### config.mk
export PLATFORM = sky130hd
export DESIGN_NAME = m_imem_loader_flat
export DESIGN_NICKNAME = d
export VERILOG_FILES = /design/src/rtl/m_imem_loader_if.sv /design/src/rtl/m_imem_loader.sv /design/src/flat_wrapper.sv
export SDC_FILE = /design/constraint.sdc
export NUM_CORES = 1
export LEC_CHECK = 0
export CAP_MARGIN = 40
export CELL_PAD_IN_SITES_DETAIL_PLACEMENT = 1
export CELL_PAD_IN_SITES_GLOBAL_PLACEMENT = 2
export CORE_MARGIN = 2
export CORE_UTILIZATION = 35
export CTS_BUF_LIST = sky130_fd_sc_hd__clkbuf_8
export CTS_CLUSTER_SIZE = 14
export DETAILED_ROUTE_END_ITERATION = 10
export PLACE_DENSITY = 0.93
export SLEW_MARGIN = 0
export SYNTH_ARGS = -nofsm -noshare
export SYNTH_HDL_FRONTEND = slang
export SYNTH_SLANG_ARGS = --single-unit
### constraint.sdc
create_clock -name w_clk -period 2.7 [get_ports w_clk]
set_input_delay 0.81 -clock w_clk [delete_from_list [all_inputs] [get_ports w_clk]]
set_output_delay 0.81 -clock w_clk [all_outputs]
set_load 0.005 [all_outputs]
### src/rtl/m_imem_loader_if.sv
// m_imem_loader_if
//   Instruction-memory write port driven by the serial program loader.
//   The bundle also carries the loader's status flags, so the top level can
//   hold the processor in reset until the load is complete.
//
//   r_we    : one-cycle write strobe per instruction word
//   r_addr  : word address of the current write (12 bits)
//   r_data  : word data of the current write (32 bits)
//   r_done  : load complete, sticky until reset
//   r_err   : a UART framing error was seen, sticky until reset
//
//   master : loader side (drives everything)
//   slave  : memory / top-level side (observes everything)
interface m_imem_loader_if;
  logic        r_we;
  logic [11:0] r_addr;
  logic [31:0] r_data;
  logic        r_done;
  logic        r_err;

  modport master (output r_we, output r_addr, output r_data, output r_done, output r_err);
  modport slave  (input  r_we, input  r_addr, input  r_data, input  r_done, input  r_err);
endinterface

### src/rtl/m_imem_loader.sv
// m_imem_loader
//   Serial program loader placed in front of the instruction memory. It
//   receives 8N1 UART bytes, packs them big-endian into 32-bit words, and
//   writes each word into the memory one word per address, starting at 0.
//   The word 32'hFFFFFFFF ends the load without being written. The load also
//   ends by itself after LOAD_WORDS writes. Once it has ended, r_done stays
//   high and later traffic is ignored.
//
//   Parameters
//     SERIAL_WAIT : clocks per UART bit period (must be >= 4)
//     LOAD_WORDS  : maximum number of words written before done is forced
//
//   Ports
//     w_clk  : system clock, rising edge
//     w_rst  : synchronous active-high reset
//     w_rxd  : asynchronous serial input, idle high
//     mem    : write port and status flags (m_imem_loader_if.master)
module m_imem_loader #(
  parameter int SERIAL_WAIT = 434,
  parameter int LOAD_WORDS  = 4096
) (
  input  logic                   w_clk,
  input  logic                   w_rst,
  input  logic                   w_rxd,
  m_imem_loader_if.master        mem
);

  localparam int              CNT_W     = $clog2(SERIAL_WAIT);
  localparam logic [CNT_W-1:0] FULL_LAST = CNT_W'(SERIAL_WAIT - 1);
  localparam logic [CNT_W-1:0] HALF_LAST = CNT_W'(SERIAL_WAIT / 2 - 1);
  localparam logic [11:0]      LAST_ADDR = 12'(LOAD_WORDS - 1);

  typedef enum logic [1:0] {
    IDLE,
    START,
    DATA,
    STOP
  } rx_state_t;

  logic             rxd_meta;
  logic             rxd_sync;

  rx_state_t        state;
  rx_state_t        state_next;
  logic [CNT_W-1:0] wait_cnt;
  logic [CNT_W-1:0] wait_cnt_next;
  logic [2:0]       bit_cnt;
  logic [2:0]       bit_cnt_next;
  logic [7:0]       shift_q;
  logic [7:0]       shift_next;
  logic             byte_ok;
  logic             byte_ok_next;
  logic             frame_bad;
  logic             frame_bad_next;

  logic [1:0]       byte_cnt;
  logic [23:0]      word_hi;
  logic             we_q;
  logic [11:0]      addr_q;
  logic [31:0]      data_q;
  logic             done_q;
  logic             err_q;

  // Two-flop synchronizer. Both flops reset to the idle-high level, so
  // reset can never look like a start bit.
  always_ff @(posedge w_clk) begin
    if (w_rst) begin
      rxd_meta <= 1'b1;
      rxd_sync <= 1'b1;
    end else begin
      rxd_meta <= w_rxd;
      rxd_sync <= rxd_meta;
    end
  end

  // Receiver state register. byte_ok and frame_bad are one-cycle pulses
  // raised on the edge where the stop bit is sampled.
  always_ff @(posedge w_clk) begin
    if (w_rst) begin
      state     <= IDLE;
      wait_cnt  <= '0;
      bit_cnt   <= 3'd0;
      shift_q   <= 8'h00;
      byte_ok   <= 1'b0;
      frame_bad <= 1'b0;
    end else begin
      state     <= state_next;
      wait_cnt  <= wait_cnt_next;
      bit_cnt   <= bit_cnt_next;
      shift_q   <= shift_next;
      byte_ok   <= byte_ok_next;
      frame_bad <= frame_bad_next;
    end
  end

  // Receiver next-state logic. The start bit is checked half a bit period
  // after the falling edge. Every later sample is one full period on, which
  // puts it mid-bit. The receiver returns to IDLE right at the stop-bit
  // sample, so a start edge that follows the stop bit with no gap is still
  // seen.
  always_comb begin
    state_next     = state;
    wait_cnt_next  = wait_cnt + 1'b1;
    bit_cnt_next   = bit_cnt;
    shift_next     = shift_q;
    byte_ok_next   = 1'b0;
    frame_bad_next = 1'b0;

    case (state)
      IDLE: begin
        wait_cnt_next = '0;
        if (!rxd_sync) begin
          state_next   = START;
          bit_cnt_next = 3'd0;
        end
      end

      START: begin
        if (wait_cnt == HALF_LAST) begin
          wait_cnt_next = '0;
          // A line that is high again was only a glitch; drop it silently.
          state_next    = rxd_sync ? IDLE : DATA;
        end
      end

      DATA: begin
        if (wait_cnt == FULL_LAST) begin
          wait_cnt_next = '0;
          shift_next    = {rxd_sync, shift_q[7:1]};
          bit_cnt_next  = bit_cnt + 3'd1;
          if (bit_cnt == 3'd7) begin
            state_next = STOP;
          end
        end
      end

      STOP: begin
        if (wait_cnt == FULL_LAST) begin
          wait_cnt_next = '0;
          state_next    = IDLE;
          if (rxd_sync) begin
            byte_ok_next = 1'b1;
          end else begin
            frame_bad_next = 1'b1;
          end
        end
      end

      default: begin
        state_next    = IDLE;
        wait_cnt_next = '0;
      end
    endcase
  end

  // Word assembly and memory write. The address advances on the cycle after
  // the strobe, so r_addr and r_data hold steady while r_we is high. A bad
  // frame does not advance the byte counter, so the partial word survives.
  // The write that reaches LOAD_WORDS still happens; done rises together
  // with the address increment that follows it.
  always_ff @(posedge w_clk) begin
    if (w_rst) begin
      byte_cnt <= 2'd0;
      word_hi  <= 24'h000000;
      we_q     <= 1'b0;
      addr_q   <= 12'h000;
      data_q   <= 32'h00000000;
      done_q   <= 1'b0;
      err_q    <= 1'b0;
    end else begin
      we_q <= 1'b0;

      if (we_q) begin
        addr_q <= addr_q + 12'd1;
        if (addr_q == LAST_ADDR) begin
          done_q <= 1'b1;
        end
      end

      if (!done_q) begin
        if (frame_bad) begin
          err_q <= 1'b1;
        end
        if (byte_ok) begin
          byte_cnt <= byte_cnt + 2'd1;
          if (byte_cnt == 2'd3) begin
            if ({word_hi, shift_q} == 32'hFFFFFFFF) begin
              done_q <= 1'b1;
            end else begin
              we_q   <= 1'b1;
              data_q <= {word_hi, shift_q};
            end
          end else begin
            word_hi <= {word_hi[15:0], shift_q};
          end
        end
      end
    end
  end

  assign mem.r_we   = we_q;
  assign mem.r_addr = addr_q;
  assign mem.r_data = data_q;
  assign mem.r_done = done_q;
  assign mem.r_err  = err_q;

endmodule

### src/flat_wrapper.sv
// flat-port wrapper written by rule: the top's interface ports become plain ports
module m_imem_loader_flat 
#(
  parameter int SERIAL_WAIT = 434,
  parameter int LOAD_WORDS  = 4096
)
  (w_clk, w_rst, w_rxd, mem_r_we, mem_r_addr, mem_r_data, mem_r_done, mem_r_err);
  m_imem_loader_if mem_i ();
  input  logic w_clk;
  input  logic w_rst;
  input  logic w_rxd;
  output wire logic [$bits(mem_i.r_we)-1:0] mem_r_we;
  output wire logic [$bits(mem_i.r_addr)-1:0] mem_r_addr;
  output wire logic [$bits(mem_i.r_data)-1:0] mem_r_data;
  output wire logic [$bits(mem_i.r_done)-1:0] mem_r_done;
  output wire logic [$bits(mem_i.r_err)-1:0] mem_r_err;
  assign mem_r_we = mem_i.r_we;
  assign mem_r_addr = mem_i.r_addr;
  assign mem_r_data = mem_i.r_data;
  assign mem_r_done = mem_i.r_done;
  assign mem_r_err = mem_i.r_err;
  m_imem_loader #(.SERIAL_WAIT(SERIAL_WAIT), .LOAD_WORDS(LOAD_WORDS)) u_core (.w_clk(w_clk), .w_rst(w_rst), .w_rxd(w_rxd), .mem(mem_i));
endmodule
==> flow_summary.html, run 1 <==
<table>
<tr><th>Metric</th><th>Value</th></tr>
<tr><th colspan="2">Clock tree</th></tr>
<tr><td>Number of CTS-inserted buffers</td><td>9</td></tr>
<tr><td>Buffers from clock root to sink, at most</td><td>2</td></tr>
<tr><td>Clock latency at the later pin of the worst-skew pair</td><td>between 0.3 and 0.4 ns</td></tr>
<tr><td>Clock tree root driver cell</td><td>sky130_fd_sc_hd__clkbuf_8</td></tr>
<tr><td>Clock tree from TritonCTS</td><td>done</td></tr>
<tr><td>Post-CTS resize count</td><td>0</td></tr>
<tr><td>Hold buffer count at CTS</td><td>0</td></tr>
<tr><td>Sink Count</td><td>99</td></tr>
<tr><td>CTS H-tree lvls</td><td>3</td></tr>
<tr><td>Post-CTS setup buffers</td><td>0</td></tr>
<tr><td>Clock-pin slew on the worst setup and hold paths</td><td>0.09 ns</td></tr>
<tr><th colspan="2">Setup path</th></tr>
<tr><td>CP endpoint kind</td><td>output port</td></tr>
<tr><td>Largest delay share family, worst path</td><td>buffers and inverters</td></tr>
<tr><td>Bufs and invs on worst path</td><td>1</td></tr>
<tr><td>Worst setup path start</td><td>u_core.mem.r_addr[3]</td></tr>
<tr><td>Highest cell delay on the worst timing path</td><td>0.56 ns</td></tr>
<tr><td>Type of the setup path with the least slack</td><td>reg2out</td></tr>
<tr><td>Worst reg2reg path startpoint</td><td>u_core.byte_ok</td></tr>
<tr><td>Worst R2R End</td><td>u_core.mem.r_data[21]</td></tr>
<tr><td>Largest fanout on the critical path</td><td>7</td></tr>
<tr><td>Internal reg-to-reg setup slack</td><td>approximately 0.50 ns</td></tr>
<tr><td>Worst setup path endpoint</td><td>mem_r_addr[3]</td></tr>
<tr><td>Stages on the worst setup path</td><td>1</td></tr>
<tr><td>Arrival time worst endpoint</td><td>approximately 1.4 ns</td></tr>
<tr><td>Startpoint class of the critical path</td><td>register</td></tr>
<tr><td>Required time reported for the critical path endpoint</td><td>between 1.5 and 2 ns</td></tr>
<tr><td>Cells traversed along the worst timing path</td><td>clkdlybuf4s50_1</td></tr>
<tr><td>CP max stage cell</td><td>sky130_fd_sc_hd__clkdlybuf4s50_1</td></tr>
<tr><td>Worst r2r path cells</td><td>5</td></tr>
<tr><th colspan="2">STA</th></tr>
<tr><td>Actual slew at the worst max-slew pin</td><td>slightly below 0.9 ns</td></tr>
<tr><td>Final setup viols</td><td>0</td></tr>
<tr><td>Worst Clk Skew</td><td>roughly 0.0092 ns</td></tr>
<tr><td>Period minus WS final</td><td>2.232 ns</td></tr>
<tr><td>Maximum operating frequency</td><td>between 400 and 500 MHz</td></tr>
<tr><td>Final cycle utilization of the critical path</td><td>just over 80%</td></tr>
<tr><td>Setup TNS</td><td>0 ns</td></tr>
<tr><td>Unrepaired setup endpoints after global routing</td><td>false</td></tr>
<tr><td>Max-slew headroom at the worst pin</td><td>40.89%</td></tr>
<tr><td>Number of failing hold endpoints at the final stage</td><td>0</td></tr>
<tr><td>Count of pins over their slew limit</td><td>0</td></tr>
<tr><th colspan="2">Logic synthesis</th></tr>
<tr><td>Post-synthesis share of cell area spent on and, or, nand and nor gates</td><td>26.22%</td></tr>
<tr><td>Yosys warns</td><td>0</td></tr>
<tr><td>Cell type with the largest total area after synthesis</td><td>sky130_fd_sc_hd__dfxtp_1</td></tr>
<tr><td>Synthesized-area fraction occupied by adder cells</td><td>roughly 2.2%</td></tr>
<tr><td>Register area share after synthesis</td><td>between 40% and 50%</td></tr>
<tr><td>Unique masters post-synth</td><td>32</td></tr>
<tr><td>Largest family of logic cells by synthesized area</td><td>simple AND/OR/NAND/NOR gates</td></tr>
<tr><td>Post-synthesis cell area</td><td>just over 4000 µm²</td></tr>
<tr><td>Most area-consuming cells after synthesis</td><td>sky130_fd_sc_hd__dfxtp_1, sky130_fd_sc_hd__mux2i_1, sky130_fd_sc_hd__nand2b_1</td></tr>
<tr><td>Post-synthesis register bit count</td><td>99</td></tr>
<tr><td>Multiplexer share of the synthesized area</td><td>11.14%</td></tr>
<tr><td>Synthesized instance count</td><td>443</td></tr>
<tr><td>Fraction of synthesized cell area taken by the top area cell type</td><td>48.86%</td></tr>
<tr><td>Average cell area after synthesis</td><td>9.157 µm²</td></tr>
<tr><td>Compound-Gate Fraction of Synth Area</td><td>4.750%</td></tr>
<tr><td>Xor-xnor portion of the synthesized cell area</td><td>under 10%</td></tr>
<tr><td>Number of nets produced by synthesis</td><td>453</td></tr>
<tr><th colspan="2">Cells and area</th></tr>
<tr><td>Antenna diode instance count</td><td>0</td></tr>
<tr><td>Fin cells</td><td>about 640</td></tr>
<tr><td>Area growth from synthesis to layout</td><td>21.01%</td></tr>
<tr><td>Share of layout cells above drive strength 1</td><td>between 5 and 6%</td></tr>
<tr><td>Area of the multi-input gates</td><td>a little under 2000 µm²</td></tr>
<tr><td>Total Nets Final</td><td>497</td></tr>
<tr><td>Fillers</td><td>approximately 1.3k</td></tr>
<tr><td>FF/Latch Area</td><td>between 1500 and 2000 µm²</td></tr>
<tr><th colspan="2">Placed design</th></tr>
<tr><td>Global placement routability congestion</td><td>about 0.74</td></tr>
<tr><td>Port Buf Inserts</td><td>between 40 and 50</td></tr>
<tr><td>HPWL after detailed placement</td><td>approximately 6.6 mm</td></tr>
<tr><td>DP Cell Count</td><td>a little over 600</td></tr>
<tr><th colspan="2">Worst hold path</th></tr>
<tr><td>HP Class</td><td>reg2reg</td></tr>
<tr><td>Source of the worst hold timing path</td><td>u_core.rxd_meta</td></tr>
<tr><th colspan="2">Floorplanning</th></tr>
<tr><td>Height of the chip</td><td>approximately 110 µm</td></tr>
<tr><td>Area enclosed by the die boundary</td><td>roughly 12,000 µm²</td></tr>
<tr><td>Width of the die</td><td>111.7 µm</td></tr>
<tr><td>Site Rows</td><td>39</td></tr>
<tr><td>Initial standard-cell utilization of the core</td><td>35.68%</td></tr>
<tr><td>Top-level port count</td><td>50</td></tr>
<tr><td>Core Area</td><td>roughly 11,000 µm²</td></tr>
<tr><th colspan="2">Global routing</th></tr>
<tr><td>Largest net degree at the start of global routing</td><td>38</td></tr>
<tr><td>Vias in the first global route</td><td>between 3k and 4k</td></tr>
<tr><td>Wire length of the first global-routing pass</td><td>15.87 mm</td></tr>
<tr><td>Gr usage total</td><td>roughly 16%</td></tr>
<tr><td>Overall overflow remaining after global route</td><td>0</td></tr>
<tr><td>Antenna violations before repair</td><td>0</td></tr>
<tr><th colspan="2">Routing</th></tr>
<tr><td>Per-cell via count in the routed design</td><td>4.926</td></tr>
<tr><td>Number of routed nets with antenna violations</td><td>0</td></tr>
<tr><td>Residual DRC count</td><td>0</td></tr>
<tr><td>First drt pass iteration count</td><td>4</td></tr>
<tr><td>First DRT Iteration DRCs</td><td>135</td></tr>
<tr><td>Total length of routed wires</td><td>between 9 and 10 mm</td></tr>
<tr><td>Average detailed-routed wire length per instance</td><td>14.69 µm</td></tr>
<tr><td>Number of vias after detailed routing</td><td>3,128</td></tr>
<tr><th colspan="2">Power</th></tr>
<tr><td>Peak supply drop</td><td>0.1954 mV</td></tr>
<tr><td>Leak Pwr</td><td>1.640 nW</td></tr>
<tr><td>Cell area power density</td><td>between 500 and 600 nW/µm²</td></tr>
<tr><th colspan="2">Job</th></tr>
<tr><td>Number of max-cap violations</td><td>0</td></tr>
<tr><th colspan="2">Status</th></tr>
<tr><td>Status</td><td>completed</td></tr>
</table>
==> layer usage <==
| metal | vias up | GRT usage (%) | wire length [µm] |
|---|---|---|---|
| met5 | - | 0 | 0 |
| met4 | 0 | 5.844 | 181 |
| met3 | 15 | 3.375 | 321 |
| met2 | 40 | 27.03 | 4617 |
| met1 | 1516 | 18.72 | 4209 |
| li1 | 1557 | - | - |
==> synth_stat cells <==
library cell                n
sky130_fd_sc_hd__dfxtp_1   99
sky130_fd_sc_hd__nor2b_1    3
sky130_fd_sc_hd__nor4_1     3
sky130_fd_sc_hd__nand3_1   10
sky130_fd_sc_hd__mux2_2     1
sky130_fd_sc_hd__or4b_1     2
sky130_fd_sc_hd__o21ai_1    1
sky130_fd_sc_hd__o21a_1     1
sky130_fd_sc_hd__nor4b_1    1
sky130_fd_sc_hd__nand2b_1  65
sky130_fd_sc_hd__nand2_1   56
sky130_fd_sc_hd__nor4bb_1   1
sky130_fd_sc_hd__and4b_1    1
sky130_fd_sc_hd__nand4_1   11
sky130_fd_sc_hd__or2_2      2
sky130_fd_sc_hd__and3_1     1
sky130_fd_sc_hd__and4_1     3
sky130_fd_sc_hd__clkbuf_1  21
sky130_fd_sc_hd__inv_1      6
sky130_fd_sc_hd__nand4b_1   1
sky130_fd_sc_hd__mux2i_1   44
sky130_fd_sc_hd__nor3_1     2
sky130_fd_sc_hd__o311a_1    1
sky130_fd_sc_hd__or3_1      3
sky130_fd_sc_hd__a21oi_1   32
sky130_fd_sc_hd__and2_1     2
sky130_fd_sc_hd__ha_1       7
sky130_fd_sc_hd__nor2_1    39
sky130_fd_sc_hd__o21ai_0    2
sky130_fd_sc_hd__xnor2_1    9
sky130_fd_sc_hd__xor2_1     9
sky130_fd_sc_hd__buf_2      4
==> cell usage in the layout (no fill, tap or decap), drive strengths merged, types with 10 or more instances in the layout <==
master | netlist | final
a21oi | 32 | 32
buf | 4 | 10
clkbuf | 21 | 10
clkdlybuf4s50 | 0 | 48
dfxtp | 99 | 99
mux2i | 44 | 44
nand2 | 56 | 56
nand2b | 65 | 65
nand3 | 10 | 10
nand4 | 11 | 11
nor2 | 39 | 39
==> stage by stage <==
| stage | utilization (%) | instance area, µm² | hold WS [ns] | power [mW] | worst slack (ns) |
|---|---|---|---|---|---|
| after global placement | 41.45 | 4713 | 0.3987 | 1.547 | 0.5907 |
| after global routing | 43.17 | 4908 | 0.4667 | 2.559 | 0.2754 |
| after detailed placement | 41.45 | 4713 | 0.4213 | 1.548 | 0.5086 |
| after CTS | 43.17 | 4908 | 0.4436 | 2.498 | 0.4486 |
| after floorplan | - | 4056 | 0.3895 | 1.533 | 0.7818 |
| final | 43.17 | 4908 | 0.4368 | 2.476 | 0.4679 |
==> layout make-up <==
| class | instances | area share, % |
|---|---|---|
| inverter | 6 | 0.4588 |
| clock inverter | 6 | 1.173 |
| sequential | 99 | 40.38 |
| timing repair buffer | 58 | 11.52 |
| clock buffer | 10 | 2.804 |
| multi-input combinational | 313 | 40.02 |
| tap | 143 | 3.645 |
==> report_power, final <==
group | total (mW) | switching [mW] | internal (mW)
combinational | 0.0504 | 0.0268 | 0.0236
sequential | 1.46 | 0.00208 | 1.46
clock | 0.963 | 0.517 | 0.446
total | 2.48 | 0.546 | 1.93
==> registers in the layout (all words and copies together) (netlist names), named ones only <==
signal	flops
u_core.frame_bad	1
u_core.word_hi	24
u_core.mem.r_done	1
u_core.mem.r_data	32
u_core.shift_q	8
u_core.rxd_sync	1
u_core.bit_cnt	3
u_core.mem.r_we	1
u_core.byte_cnt	2
u_core.state	1
u_core.wait_cnt	9
u_core.mem.r_addr	12
u_core.byte_ok	1
u_core.mem.r_err	1
u_core.rxd_meta	1
==> cell families (layout without fill, tap and decap cells) <==
logic type	after synthesis	count (layout)
flip-flops	99	99
multiplexers	45	45
XOR/XNOR	18	18
adder cells (fa/ha/maj)	7	7
AO/OA/AOI/OAI	37	37
AND/OR/NAND/NOR	206	206
buffers and inverters	31	80
==> how the worst min path moves through the flow <==
stage / endpoint / slack (ns) / cells past startpoint
3_5_place_dp: u_core.rxd_sync / 0.42 / 1
3_3_place_gp: u_core.rxd_sync / 0.40 / 1
6_report: u_core.rxd_sync / 0.44 / 1
2_1_floorplan: u_core.rxd_sync / 0.39 / 1
5_1_grt: u_core.rxd_sync / 0.47 / 1
4_1_cts: u_core.rxd_sync / 0.44 / 1
(Power assumes the default switching activity.)
==> inputs of run 2 (changes only) <==
==> constraint.sdc (replaced) <==
create_clock -name w_clk -period 2.3 [get_ports w_clk]
set_input_delay 0.69 -clock w_clk [delete_from_list [all_inputs] [get_ports w_clk]]
set_output_delay 0.69 -clock w_clk [all_outputs]
set_load 0.005 [all_outputs]
==> flow_summary.html, run 2 (synthesized netlist as in run 1, its figures left out) <==
<table>
<tr><th>Metric</th><th>Value</th></tr>
<tr><th colspan="2">STA</th></tr>
<tr><td>Actual slew at the worst max-slew pin</td><td>0.4565 ns (was 0.8866 ns)</td></tr>
<tr><td>Final hold slack</td><td>0.4250 ns (was 0.4368 ns)</td></tr>
<tr><td>Period minus WS final</td><td>2.065 ns</td></tr>
<tr><td>Final worst-path setup slack</td><td>0.2350 ns (was 0.4679 ns)</td></tr>
<tr><td>Final cycle utilization of the critical path</td><td>about nine tenths</td></tr>
<tr><td>Setup TNS</td><td>0 ns (unchanged)</td></tr>
<tr><td>Worst Clk Skew</td><td>0.009333 ns (was 0.009211 ns)</td></tr>
<tr><td>Maximum operating frequency</td><td>just under 500 MHz</td></tr>
<tr><td>Count of pins over their slew limit</td><td>0 (unchanged)</td></tr>
<tr><td>Final setup viols</td><td>0 (unchanged)</td></tr>
<tr><td>Max-slew headroom at the worst pin</td><td>69.15% (was 40.89%)</td></tr>
<tr><td>Number of failing hold endpoints at the final stage</td><td>0 (unchanged)</td></tr>
<tr><td>Unrepaired setup endpoints after global routing</td><td>false (unchanged)</td></tr>
<tr><th colspan="2">Clock tree</th></tr>
<tr><td>Clock latency at the later pin of the worst-skew pair</td><td>0.37 ns (about the same)</td></tr>
<tr><td>Clock tree root driver cell</td><td>sky130_fd_sc_hd__clkbuf_8 (unchanged)</td></tr>
<tr><td>Clock tree from TritonCTS</td><td>done (unchanged)</td></tr>
<tr><td>Clock-pin slew on the worst setup and hold paths</td><td>0.09 ns (about the same)</td></tr>
<tr><td>Post-CTS resize count</td><td>0 (unchanged)</td></tr>
<tr><td>CTS H-tree lvls</td><td>3 (unchanged)</td></tr>
<tr><td>Number of CTS-inserted buffers</td><td>9 (unchanged)</td></tr>
<tr><td>Post-CTS setup buffers</td><td>0 (unchanged)</td></tr>
<tr><td>Hold buffer count at CTS</td><td>0 (unchanged)</td></tr>
<tr><td>Sink Count</td><td>99 (unchanged)</td></tr>
<tr><td>Buffers from clock root to sink, at most</td><td>2 (unchanged)</td></tr>
<tr><th colspan="2">Routing</th></tr>
<tr><td>Average detailed-routed wire length per instance</td><td>13.70 µm (was 14.69 µm)</td></tr>
<tr><td>Number of routed nets with antenna violations</td><td>0 (unchanged)</td></tr>
<tr><td>Total length of routed wires</td><td>8.714 mm (was 9.329 mm)</td></tr>
<tr><td>Per-cell via count in the routed design</td><td>4.895 (was 4.926)</td></tr>
<tr><td>First DRT Iteration DRCs</td><td>73 (was 135)</td></tr>
<tr><td>Residual DRC count</td><td>0 (unchanged)</td></tr>
<tr><td>Number of vias after detailed routing</td><td>3,113 (was 3,128)</td></tr>
<tr><td>First drt pass iteration count</td><td>4 (unchanged)</td></tr>
<tr><th colspan="2">Power</th></tr>
<tr><td>Sequential Power Share</td><td>58.0% (was 59.1%)</td></tr>
<tr><td>Leak Pwr</td><td>1.648 nW (was 1.640 nW)</td></tr>
<tr><td>Total net switching power</td><td>650.8 µW (was 545.8 µW)</td></tr>
<tr><td>Relative contribution of the clock network to total power</td><td>39.9% (was 38.9%)</td></tr>
<tr><td>Internal cell power</td><td>2.308 mW (was 1.930 mW)</td></tr>
<tr><td>Cell area power density</td><td>596.7 nW/µm² (was 504.5 nW/µm²)</td></tr>
<tr><td>Peak supply drop</td><td>0.2591 mV (was 0.1954 mV)</td></tr>
<tr><td>Total power</td><td>2.959 mW (was 2.476 mW)</td></tr>
<tr><td>Sw Share</td><td>22.00% (was 22.04%)</td></tr>
<tr><td>Share of total power in combinational logic</td><td>2.0% (about the same)</td></tr>
<tr><th colspan="2">Placed design</th></tr>
<tr><td>DP Cell Count</td><td>620 (was 619)</td></tr>
<tr><td>Placement Setup Slack</td><td>0.2800 ns (was 0.5086 ns)</td></tr>
<tr><td>Port Buf Inserts</td><td>49 (unchanged)</td></tr>
<tr><td>HPWL after detailed placement</td><td>6.022 mm (was 6.581 mm)</td></tr>
<tr><td>Global placement routability congestion</td><td>0.7725 (was 0.7405)</td></tr>
<tr><td>Placed cell areas</td><td>4746 µm² (was 4713 µm²)</td></tr>
<tr><th colspan="2">Floorplanning</th></tr>
<tr><td>Initial standard-cell utilization of the core</td><td>35.68% (unchanged)</td></tr>
<tr><td>Core Area</td><td>11,370 µm² (unchanged)</td></tr>
<tr><td>Site Rows</td><td>39 (unchanged)</td></tr>
<tr><td>Top-level port count</td><td>50 (unchanged)</td></tr>
<tr><td>Width of the die</td><td>111.7 µm (unchanged)</td></tr>
<tr><td>Height of the chip</td><td>111.7 µm (unchanged)</td></tr>
<tr><td>Area enclosed by the die boundary</td><td>12,470 µm² (unchanged)</td></tr>
<tr><th colspan="2">Setup path</th></tr>
<tr><td>Highest cell delay on the worst timing path</td><td>0.55 ns (was 0.56 ns)</td></tr>
<tr><td>Required time reported for the critical path endpoint</td><td>1.61 ns (was 1.89 ns)</td></tr>
<tr><td>Startpoint class of the critical path</td><td>register (unchanged)</td></tr>
<tr><td>Bufs and invs on worst path</td><td>1 (unchanged)</td></tr>
<tr><td>Largest fanout on the critical path</td><td>7 (unchanged)</td></tr>
<tr><td>Cells traversed along the worst timing path</td><td>clkdlybuf4s50_1 (unchanged)</td></tr>
<tr><td>Arrival time worst endpoint</td><td>1.38 ns (was 1.42 ns)</td></tr>
<tr><td>Largest delay share family, worst path</td><td>buffers and inverters (unchanged)</td></tr>
<tr><td>CP endpoint kind</td><td>output port (unchanged)</td></tr>
<tr><td>Internal reg-to-reg setup slack</td><td>0.26 ns (was 0.50 ns)</td></tr>
<tr><td>Worst reg2reg path startpoint</td><td>u_core.wait_cnt[0] (was u_core.byte_ok)</td></tr>
<tr><td>Type of the setup path with the least slack</td><td>reg2out (unchanged)</td></tr>
<tr><td>CP max stage cell</td><td>sky130_fd_sc_hd__clkdlybuf4s50_1 (unchanged)</td></tr>
<tr><td>Worst r2r path cells</td><td>6 (was 5)</td></tr>
<tr><th colspan="2">Worst hold path</th></tr>
<tr><td>HP Class</td><td>reg2reg (unchanged)</td></tr>
<tr><td>Number of instances on the worst hold path</td><td>1 (unchanged)</td></tr>
<tr><td>Source of the worst hold timing path</td><td>u_core.rxd_meta (unchanged)</td></tr>
<tr><td>Endpoint of the worst hold path</td><td>u_core.rxd_sync (unchanged)</td></tr>
<tr><th colspan="2">Global routing</th></tr>
<tr><td>Antenna violations before repair</td><td>0 (unchanged)</td></tr>
<tr><td>Vias in the first global route</td><td>3,226 (was 3,321)</td></tr>
<tr><td>Largest net degree at the start of global routing</td><td>52 (was 38)</td></tr>
<tr><td>Overall overflow remaining after global route</td><td>0 (unchanged)</td></tr>
<tr><td>Gr usage total</td><td>14.65% (was 15.51%)</td></tr>
<tr><td>Wire length of the first global-routing pass</td><td>15.07 mm (was 15.87 mm)</td></tr>
<tr><th colspan="2">Cells and area</th></tr>
<tr><td>Area growth from synthesis to layout</td><td>22.24% (was 21.01%)</td></tr>
<tr><td>Fin area</td><td>4959 µm² (was 4908 µm²)</td></tr>
<tr><td>Share of layout cells above drive strength 1</td><td>6.288% (was 5.691%)</td></tr>
<tr><td>Commonest non-fill, non-tap cells in the layout</td><td>sky130_fd_sc_hd__dfxtp_1, sky130_fd_sc_hd__nand2b_1, sky130_fd_sc_hd__nand2_1 (unchanged)</td></tr>
<tr><td>Final Core Density</td><td>43.61% (was 43.17%)</td></tr>
<tr><td>Largest register FFs</td><td>32 (unchanged)</td></tr>
<tr><td>Most common library cell in the layout ignoring fill and taps</td><td>sky130_fd_sc_hd__dfxtp_1 (unchanged)</td></tr>
<tr><td>Total Nets Final</td><td>498 (was 497)</td></tr>
<tr><td>Fin cells</td><td>636 (was 635)</td></tr>
<tr><td>Antenna diode instance count</td><td>0 (unchanged)</td></tr>
<tr><th colspan="2">Status</th></tr>
<tr><td>Status</td><td>completed (unchanged)</td></tr>
<tr><th colspan="2">Job</th></tr>
<tr><td>Number of max-cap violations</td><td>0 (unchanged)</td></tr>
</table>
[run 2: how the worst max path moves through the flow]
stage | cells past startpoint | slack [ns] | to | start
4_1_cts | 1 | 0.20 | mem_r_we | u_core.mem.r_we
5_1_grt | 1 | 0.15 | mem_r_addr[3] | u_core.mem.r_addr[3]
3_3_place_gp | 6 | 0.32 | register | u_core.wait_cnt[0]
3_5_place_dp | 6 | 0.28 | register | u_core.wait_cnt[0]
2_1_floorplan | 6 | 0.38 | register | u_core.wait_cnt[0]
6_report | 1 | 0.23 | mem_r_addr[3] | u_core.mem.r_addr[3]
[run 2: power groups by stage]
stage                     Combinational, mW  Clock [mW]  Sequential [mW]
after floorplan                      0.0429           0             1.76
after global placement               0.0606           0             1.76
after detailed placement             0.0619           0             1.76
after CTS                            0.0618        1.22             1.72
after global routing                 0.0662        1.29             1.72
final                                0.0606        1.18             1.72
[run 2: cell type report]
| class | instances | area [µm²] |
|---|---|---|
| Clock buffer | 11 | 151.4 |
| Clock inverter | 5 | 61.31 |
| Fill cell | 1314 | 6411 |
| Inverter | 6 | 22.52 |
| Multi-Input combinational cell | 313 | 1964 |
| Sequential cell | 99 | 1982 |
| Tap cell | 143 | 178.9 |
| Timing Repair Buffer | 59 | 598.1 |
[run 2: metal layers]
metal	track usage [%]	wire length, µm	up-vias	part of all wire, %
li1	-	-	1560	-
met2	24.40	4225	36	48
met1	18.38	4139	1511	47
met4	5.432	97	0	1.1
met3	3.647	251	6	2.9
met5	0	0	-	0
